File: config.mk
export PLATFORM = sky130hd
export DESIGN_NAME = aoi_edge_monitor
export DESIGN_NICKNAME = d
export VERILOG_FILES = /design/src/rtl/aoi_edge_monitor_pkg.sv /design/src/rtl/aoi_sync_debounce.sv /design/src/rtl/aoi_edge_monitor.sv
export SDC_FILE = /design/constraint.sdc
export NUM_CORES = 1
export LEC_CHECK = 0
export CORE_MARGIN = 5
export CORE_UTILIZATION = 30
export DETAILED_ROUTE_END_ITERATION = 16
export GPL_ROUTABILITY_DRIVEN = 0
export GPL_TIMING_DRIVEN = 0
export PLACE_DENSITY = 0.58
export REMOVE_ABC_BUFFERS = 1
export SYNTH_ARGS = -nofsm -noshare
export SYNTH_HDL_FRONTEND = slang
export SYNTH_SLANG_ARGS = --single-unit
File: constraint.sdc
create_clock -name clk -period 4.2 [get_ports clk]
set_input_delay 0.42 -clock clk [delete_from_list [all_inputs] [get_ports clk]]
set_output_delay 0.42 -clock clk [all_outputs]
set_load 0.01 [all_outputs]
File: src/rtl/aoi_edge_monitor_pkg.sv
// Shared definitions for the AOI edge monitor.
//   - Report FSM state encoding (empty / full).
//   - Default parameter values used by the top and the sync/debounce block.
//   - clog2 helper for sizing counters, never returning less than 1 bit.
package aoi_edge_monitor_pkg;

    localparam int unsigned DefSyncStages = 2;
    localparam int unsigned DefDebCycles  = 4;
    localparam int unsigned DefCntW       = 8;
    localparam int unsigned DefWinCycles  = 256;
    localparam bit          DefRstLevel   = 1'b1;

    typedef enum logic {
        RptEmpty = 1'b0,
        RptFull  = 1'b1
    } rpt_state_e;

    // Bits needed to hold values 0..value-1; at least 1 so a register can always be declared.
    function automatic int unsigned clog2(input int unsigned value);
        int unsigned result;
        int unsigned v;
        result = 0;
        v      = (value > 0) ? value - 1 : 0;
        while (v > 0) begin
            result = result + 1;
            v      = v >> 1;
        end
        return (result < 1) ? 1 : result;
    endfunction

endpackage

File: src/rtl/aoi_sync_debounce.sv
// Synchroniser, debounce filter and edge-pulse generator for the AOI output.
// Ports:
//   clk, rst_n   - clock, asynchronous active-low reset
//   y_in         - raw AOI output, asynchronous to clk
//   level_out    - debounced, synchronised level
//   rise_pulse   - one-cycle pulse in the first cycle level_out reads 1 after being 0
//   fall_pulse   - one-cycle pulse in the first cycle level_out reads 0 after being 1
module aoi_sync_debounce
    import aoi_edge_monitor_pkg::*;
#(
    parameter int unsigned SYNC_STAGES = DefSyncStages,
    parameter int unsigned DEB_CYCLES  = DefDebCycles,
    parameter bit          RST_LEVEL   = DefRstLevel
) (
    input  logic clk,
    input  logic rst_n,
    input  logic y_in,
    output logic level_out,
    output logic rise_pulse,
    output logic fall_pulse
);

    localparam int unsigned    DcW   = clog2(DEB_CYCLES);
    localparam logic [DcW-1:0] DcMax = DcW'(DEB_CYCLES - 1);

    logic [SYNC_STAGES-1:0] sync_q, sync_d;
    logic [DcW-1:0]         dc_q, dc_d;
    logic                   level_q, level_d;
    logic                   rise_q, rise_d;
    logic                   fall_q, fall_d;
    logic                   s;

    // Plain shift chain: nothing combinational between stages.
    assign sync_d = {sync_q[SYNC_STAGES-2:0], y_in};
    assign s      = sync_q[SYNC_STAGES-1];

    always_comb begin
        dc_d    = '0;
        level_d = level_q;
        rise_d  = 1'b0;
        fall_d  = 1'b0;
        if (s != level_q) begin
            if (dc_q == DcMax) begin
                // DEB_CYCLES consecutive differing samples seen: accept the new level.
                level_d = s;
                rise_d  = s;
                fall_d  = ~s;
            end else begin
                dc_d = dc_q + 1'b1;
            end
        end
    end

    always_ff @(posedge clk or negedge rst_n) begin
        if (!rst_n) begin
            sync_q  <= {SYNC_STAGES{RST_LEVEL}};
            dc_q    <= '0;
            level_q <= RST_LEVEL;
            rise_q  <= 1'b0;
            fall_q  <= 1'b0;
        end else begin
            sync_q  <= sync_d;
            dc_q    <= dc_d;
            level_q <= level_d;
            rise_q  <= rise_d;
            fall_q  <= fall_d;
        end
    end

    assign level_out  = level_q;
    assign rise_pulse = rise_q;
    assign fall_pulse = fall_q;

endmodule

File: src/rtl/aoi_edge_monitor.sv
// AOI edge monitor: debounces the AOI output, counts rising/falling edges per fixed
// window and offers each window's counts over a valid/ready handshake.
// Ports:
//   clk, rst_n          - clock, asynchronous active-low reset
//   y_in                - raw AOI output, asynchronous to clk
//   clr                 - synchronous clear of window timer, counters and report
//   out_ready           - downstream accepts the pending report
//   level_out           - debounced level
//   rise_pulse/fall_pulse - one-cycle edge pulses
//   out_valid           - report pending
//   rise_cnt/fall_cnt   - edge counts of the reported window (saturating)
//   overrun             - sticky: a window report was dropped
module aoi_edge_monitor
    import aoi_edge_monitor_pkg::*;
#(
    parameter int unsigned SYNC_STAGES = DefSyncStages,
    parameter int unsigned DEB_CYCLES  = DefDebCycles,
    parameter int unsigned CNT_W       = DefCntW,
    parameter int unsigned WIN_CYCLES  = DefWinCycles,
    parameter bit          RST_LEVEL   = DefRstLevel
) (
    input  logic             clk,
    input  logic             rst_n,
    input  logic             y_in,
    input  logic             clr,
    input  logic             out_ready,
    output logic             level_out,
    output logic             rise_pulse,
    output logic             fall_pulse,
    output logic             out_valid,
    output logic [CNT_W-1:0] rise_cnt,
    output logic [CNT_W-1:0] fall_cnt,
    output logic             overrun
);

    localparam int unsigned       TimerW    = clog2(WIN_CYCLES);
    localparam logic [TimerW-1:0] TimerLast = TimerW'(WIN_CYCLES - 1);
    localparam logic [CNT_W-1:0]  CntMax    = '1;

    logic [TimerW-1:0] timer_q, timer_d;
    logic [CNT_W-1:0]  wrk_rise_q, wrk_rise_d;
    logic [CNT_W-1:0]  wrk_fall_q, wrk_fall_d;
    logic [CNT_W-1:0]  rise_cnt_q, rise_cnt_d;
    logic [CNT_W-1:0]  fall_cnt_q, fall_cnt_d;
    logic              overrun_q, overrun_d;
    rpt_state_e        state_q, state_d;

    logic [CNT_W-1:0]  rise_inc, fall_inc;
    logic              win_end;

    aoi_sync_debounce #(
        .SYNC_STAGES (SYNC_STAGES),
        .DEB_CYCLES  (DEB_CYCLES),
        .RST_LEVEL   (RST_LEVEL)
    ) u_sync_debounce (
        .clk        (clk),
        .rst_n      (rst_n),
        .y_in       (y_in),
        .level_out  (level_out),
        .rise_pulse (rise_pulse),
        .fall_pulse (fall_pulse)
    );

    assign win_end = (timer_q == TimerLast);

    // Working counts including this cycle's pulse, so a pulse on the last window
    // cycle lands in the closing snapshot.
    assign rise_inc = (wrk_rise_q == CntMax) ? wrk_rise_q : wrk_rise_q + CNT_W'(rise_pulse);
    assign fall_inc = (wrk_fall_q == CntMax) ? wrk_fall_q : wrk_fall_q + CNT_W'(fall_pulse);

    always_comb begin
        timer_d    = win_end ? '0 : timer_q + 1'b1;
        wrk_rise_d = win_end ? '0 : rise_inc;
        wrk_fall_d = win_end ? '0 : fall_inc;
        rise_cnt_d = rise_cnt_q;
        fall_cnt_d = fall_cnt_q;
        overrun_d  = overrun_q;
        state_d    = state_q;

        if (clr) begin
            // Pulses coinciding with clr are discarded along with everything else.
            timer_d    = '0;
            wrk_rise_d = '0;
            wrk_fall_d = '0;
            rise_cnt_d = '0;
            fall_cnt_d = '0;
            overrun_d  = 1'b0;
            state_d    = RptEmpty;
        end else begin
            unique case (state_q)
                RptEmpty: begin
                    if (win_end) begin
                        rise_cnt_d = rise_inc;
                        fall_cnt_d = fall_inc;
                        state_d    = RptFull;
                    end
                end
                RptFull: begin
                    if (win_end) begin
                        if (out_ready) begin
                            // Old report consumed this cycle; replace it, stay full.
                            rise_cnt_d = rise_inc;
                            fall_cnt_d = fall_inc;
                        end else begin
                            // Keep the unread report and drop the new one.
                            overrun_d = 1'b1;
                        end
                    end else if (out_ready) begin
                        state_d = RptEmpty;
                    end
                end
            endcase
        end
    end

    always_ff @(posedge clk or negedge rst_n) begin
        if (!rst_n) begin
            timer_q    <= '0;
            wrk_rise_q <= '0;
            wrk_fall_q <= '0;
            rise_cnt_q <= '0;
            fall_cnt_q <= '0;
            overrun_q  <= 1'b0;
            state_q    <= RptEmpty;
        end else begin
            timer_q    <= timer_d;
            wrk_rise_q <= wrk_rise_d;
            wrk_fall_q <= wrk_fall_d;
            rise_cnt_q <= rise_cnt_d;
            fall_cnt_q <= fall_cnt_d;
            overrun_q  <= overrun_d;
            state_q    <= state_d;
        end
    end

    assign out_valid = (state_q == RptFull);
    assign rise_cnt  = rise_cnt_q;
    assign fall_cnt  = fall_cnt_q;
    assign overrun   = overrun_q;

endmodule

---- Word-level counts from Yosys, hierarchy flattened ----
Index checks and enable logic that the tools add are counted.
word-level totals
  flip-flop bits (word level) ............. 49
  input bits .............................. 5
  output and inout bits ................... 21
  logic and storage cells ................. 65
operators by class
  reduce and logical (&&, ||, !) cells .... 5
  eq/ne operators ......................... 9
  multiplexer cells ....................... 33
  $add $sub $neg .......................... 4
  bitwise gates (word level) .............. 2
operators with widths
  kind                                                    count
  2-to-1 mux 8 bit                                        16
  case mux 8 bit (2 select lines)                         2
  equality test 8 bit (second input constant)             3
  adder 8 x 1 -> 8 bit                                    2
  2-to-1 mux 1 bit                                        12
  adder 8 x 1 -> 8 bit (second input constant)            1
  inequality test 3 bit (second input constant)           2
  AND reduction 3 bit                                     2
  2-to-1 mux 2 bit                                        2
  nonzero test 2 bit                                      2
  inequality test 3 x 2 -> 1 bit (second input constant)  1
  adder 2 x 1 -> 2 bit (second input constant)            1
  equality test 2 bit (second input constant)             1
  inequality test 2 bit (second input constant)           1
  inverter 1 bit                                          2
  case mux 1 bit (2 select lines)                         1
  AND reduction 2 bit                                     1
  inequality test 1 bit                                   1

---- Longest topological paths before layout ----
  depth in word-level cells ............... 6
  mapped depth ............................ 7
  depth with buffers taken out ............ 5

---- Cells and area by module ----
Synthesis repeated with hierarchy kept, for this count alone.
second synthesis, totals
  cell total of the unflattened synthesis .. 203
  area total of the unflattened synthesis .. 2,268.4 um^2
modules (own cells, without submodules)
  module             seq. area each (um^2)  cells each  area each (um^2)  times used
  aoi_edge_monitor   1,051.0                189         2,020.7           1
  aoi_sync_debounce  178.9                  14          247.7             1

---- Least setup slack after synthesis ----
Ideal clock, no wire load.
  path type ............................... reg-to-reg
  start point ............................. register timer_q[0]
  end point ............................... register rise_cnt_q[5], in the netlist rise_cnt[5]
  cell stages (with the launch flop) ...... 7
  setup time .............................. 63 ps
  period minus slack after synthesis ...... 1,853 ps
  setup slack ............................. 2,347 ps
  data required time ...................... 4,137 ps
  buffers on the path ..................... 1
  data arrival time ....................... 1,790 ps
  cells stage by stage .................... dfrtp_1 > ha_1 > and4_4 > and4_2 > a21oi_1 > clkbuf_1 > a2bb2o_4
on the way
  longest elaborated chain between the ends .. 3
  elaborated cells on any way between the ends .. 4
  classes of those cells .................. 3 x eq/ne; 1 x reduce/logical
ends and longest elaborated chain
  element                                                                                          RTL line                 RTL
  start: declaration                                                                               aoi_edge_monitor.sv:40   logic [TimerW-1:0] timer_q, timer_d;
  start signal: assignment                                                                         aoi_edge_monitor.sv:126  timer_q <= timer_d;
  equality test 8 bit *                                                                            aoi_edge_monitor.sv:64   assign win_end = (timer_q == TimerLast);
  inequality test 3 bit (no source line) / inequality test 3 x 2 -> 1 bit (equally long branches)  -
  AND reduction 3 bit (no source line) *                                                           -
  end signal: assignment                                                                           aoi_edge_monitor.sv:129  rise_cnt_q <= rise_cnt_d;
  end: declaration                                                                                 aoi_edge_monitor.sv:43   logic [CNT_W-1:0] rise_cnt_q, rise_cnt_d;
Mark *: on every way between the ends. The rest lies on a longest branch, timed or not.
A chain may end at the register's enable or synchronous reset.

---- Worst setup path after layout ----
  start point ............................. register timer_q[0]
  end point ............................... register fall_cnt_q[5], in the netlist fall_cnt[5]
on the way
  longest elaborated chain between the ends .. 3
  elaborated cells on any way between the ends .. 4
  classes of those cells .................. 3 x eq/ne; 1 x reduce/logical
ends and longest elaborated chain
  element                                                                                          RTL line                 RTL
  equality test 8 bit *                                                                            aoi_edge_monitor.sv:64
  inequality test 3 bit (no source line) / inequality test 3 x 2 -> 1 bit (equally long branches)  -
  AND reduction 3 bit (no source line) *                                                           -
  end signal: assignment                                                                           aoi_edge_monitor.sv:130  fall_cnt_q <= fall_cnt_d;
  end: declaration                                                                                 aoi_edge_monitor.sv:44   logic [CNT_W-1:0] fall_cnt_q, fall_cnt_d;
Marks and branches as above.

==> results.py <==
metrics = {
    "layout": {
        "layout_commonest_cell": "dfrtp_1",
        "n_antenna_cell": 0,
        "layout-drive-gt1-share_pct": 8.571,
        "area_growth_pct": 20.76,
        "final_net_count": 220,
        "regArea_um2": 1230,
        "utilization_pct": 37.29,
        "multi_input_comb_area_um2": 848.3,
        "mostFrequentLayoutCells": "dfrtp_1, nor2_1, clkdlybuf4s50_1",
        "n_fill_cell": 698,
    },
    "detailed_routing": {
        "routed_wl_um": 3918,
        "first_pass_iters": 4,
        "wl_per_cell_um": 12.80,
        "vias": 1416,
        "drc": 0,
        "drt_iter0_markers": 67,
        "postRouteAntennaNets": 0,
        "via_per_inst": 4.627,
    },
    "clock_network": {
        "cts_root_buffer": "clkbuf_8",
        "clkLatencyLatePin_ns": 0.29,
        "cts_num_sinks": 49,
        "max-clock-path-buffers": 2,
        "cts_buffers": 5,
        "cts_tree": "yes",
        "cts-htree-levels": 2,
        "path_clk_slew_ns": 0.09,
        "cts_setup_buffers": 0,
        "ctsHoldBuffers": 0,
        "cts_resized": 0,
    },
    "die": {
        "initial_core_util_pct": 30.88,
        "std_cell_rows": 30,
        "core-area_um2": 6832,
        "die_y_um": 93.86,
        "io_pins": 26,
        "die_area_um2": 8809,
        "die_w_um": 93.86,
    },
    "setup_path": {
        "path_cells": "ha_1 -> and4_4 -> and4_2 -> a21oi_2 -> a2bb2o_1",
        "critPathKind": "flip-flop to flip-flop",
        "critical_path_peak_fanout": 16,
        "worstPathRequired_ns": 4.43,
        "cp.arrival_ns": 2.34,
        "startpoint_type": "flip-flop",
        "crit_slowest_cell": "a21oi_2",
        "slowest_delay_ns": 0.67,
        "end_kind": "flip-flop",
    },
    "synth": {
        "yosys_warnings": 0,
        "synth_cell_type_count": 31,
        "ys_seq_area_share_pct": 58.30,
        "ys_ff_latch": 49,
        "synth_cells": 182,
        "syn_avg_cell_area_um2": 11.59,
        "netlist_area_um2": 2110,
    },
    "power": {
        "peakVddDrop_uv": 125.7,
        "cellPowerDensity_nw_per_um2": 329.7,
        "p_leak_nw": 1.200,
    },
    "placed_design": {
        "post-place-ws_ns": 2.054,
        "dp_hpwl_um": 2744,
        "io_buffers": 25,
    },
    "timing": {
        "finalSetupTns_ns": 0,
        "setup_viol": 0,
        "fin_crit_ns": 2.115,
        "tightestPinTransition_ns": 0.8359,
        "max_freq_mhz": 472.9,
        "period_share_pct": 50.35,
        "fin_ws_ns": 2.085,
        "relSlewSlack_pct": 44.27,
        "rsz0062_at_grt": "no",
        "slew_viol_final": 0,
        "finalHoldViolCount": 0,
        "fin_hold_ws_ns": 0.05718,
        "finClkSkew_ns": 0.004575,
    },
    "grt": {
        "grt_pass1_wl_um": 7086,
        "grt_start_max_net_pins": 33,
        "antenna_found_initial": 0,
        "grt-ovfl-total": 0,
        "grt_pass1_vias": 1468,
        "grt_usage_pct": 10.20,
    },
    "outcome": {
        "status": "complete, no violations",
    },
    "min_path": {
        "hold_path.class": "input port to async pin",
    },
    "run": {
        "maxCapViolCount": 0,
    },
}
==> synthesized netlist by cell type <==
cell type / n / share of area (%)
clkbuf_1: 4 / 0.71
nand3_1: 15 / 3.6
dfstp_2: 3 / 3.7
o21ai_0: 3 / 0.71
and4_2: 1 / 0.47
a31o_2: 2 / 0.83
xnor2_1: 4 / 1.7
and4_1: 2 / 0.83
inv_1: 1 / 0.18
a21oi_1: 3 / 0.71
nor3_1: 2 / 0.47
nand2_1: 6 / 1.1
a2bb2o_4: 2 / 1.9
nor3b_1: 1 / 0.36
buf_6: 1 / 0.53
xor2_1: 7 / 2.9
a2bb2o_1: 6 / 2.8
and3_1: 6 / 1.8
o2bb2ai_1: 8 / 3.3
nand4_2: 1 / 0.59
dfrtp_1: 46 / 55
or3_1: 1 / 0.30
ha_1: 6 / 3.6
nand2b_1: 3 / 0.89
nor2_1: 34 / 6.0
or2b_1: 1 / 0.36
nor2b_1: 3 / 0.89
a31oi_1: 2 / 0.59
buf_2: 1 / 0.24
and4_4: 1 / 0.53
mux2i_1: 6 / 2.8
==> layer usage <==
layer / vias up / share of wire, % / global-route usage (%)
met3: 5 / 5.0 / 3.205
met2: 24 / 46 / 16.09
li1: 692 / - / -
met5: - / 0 / 0
met4: 0 / 1.3 / 3.249
met1: 695 / 48 / 13.29
==> state kept, by name, indices dropped and copies added, names as in the netlist <==
signal and count:
rise_cnt 8, u_sync_debounce.sync_q 2, u_sync_debounce.level_out 1, out_valid 1, u_sync_debounce.fall_pulse 1, fall_cnt 8, u_sync_debounce.dc_q 2, u_sync_debounce.rise_pulse 1
wrk_rise_q 8, wrk_fall_q 8, overrun 1, timer_q 8
==> where the power goes <==
group	internal [W]	switching (W)	total [W]
sequential	0.000493	0.0000139	0.000507
clock	0.000119	0.000146	0.000265
combinational	0.0000313	0.0000368	0.0000681
total	0.000643	0.000197	0.000840
==> final timing paths <==
check	start	end	slack (ns)	cells past startpoint
setup reg to reg	timer_q[0]$_DFF_PN0_	fall_cnt[5]$_DFFE_PN0P_	2.09	5
hold / removal	rst_n	wrk_rise_q[1]$_DFF_PN0_	0.06	1
max in group asynchronous	rst_n	u_sync_debounce.level_out$_DFFE_PN1P_	3.57	2
hold reg to reg	u_sync_debounce.sync_q[0]$_DFF_PN1_	u_sync_debounce.sync_q[1]$_DFF_PN1_	0.36	0
min in group clk	u_sync_debounce.sync_q[0]$_DFF_PN1_	u_sync_debounce.sync_q[1]$_DFF_PN1_	0.36	0
setup / recovery	timer_q[0]$_DFF_PN0_	fall_cnt[5]$_DFFE_PN0P_	2.09	5
==> cell type report <==
type | instances | area share [%]
flip-flops and latches | 49 | 48.28
clock buffers | 8 | 3.143
repair buffers | 26 | 10.41
well taps | 96 | 4.715
inverters | 1 | 0.1473
multi-input cells | 126 | 33.30
==> cell families after synthesis <==
logic type      share of synthesized area (%)
compound gates                          10.91
mux                                     2.847
fa+ha+maj                               3.559
flops                                   58.30
buf+inv                                 1.660
simple gates                            18.15
xor+xnor                                4.567
==> worst max-delay path, delay by kind of cell (launching register included) <==
kind / cells / cell delay (ns)
simple gates: 2 / 0.45
compound gates: 2 / 0.92
fa+ha+maj: 1 / 0.25
flops: 1 / 0.42
==> metrics by stage <==
step	cell area, µm²	power (W)	std cells
2_1_floorplan	2078	0.0005484	176
6_report	2547	0.0008399	306
5_1_grt	2547	0.0008838	306
3_5_place_dp	2467	0.0005875	298
4_1_cts	2547	0.0008553	306
3_3_place_gp	2449	0.0005832	297
Note: power is estimated with default switching activity, not from simulation.
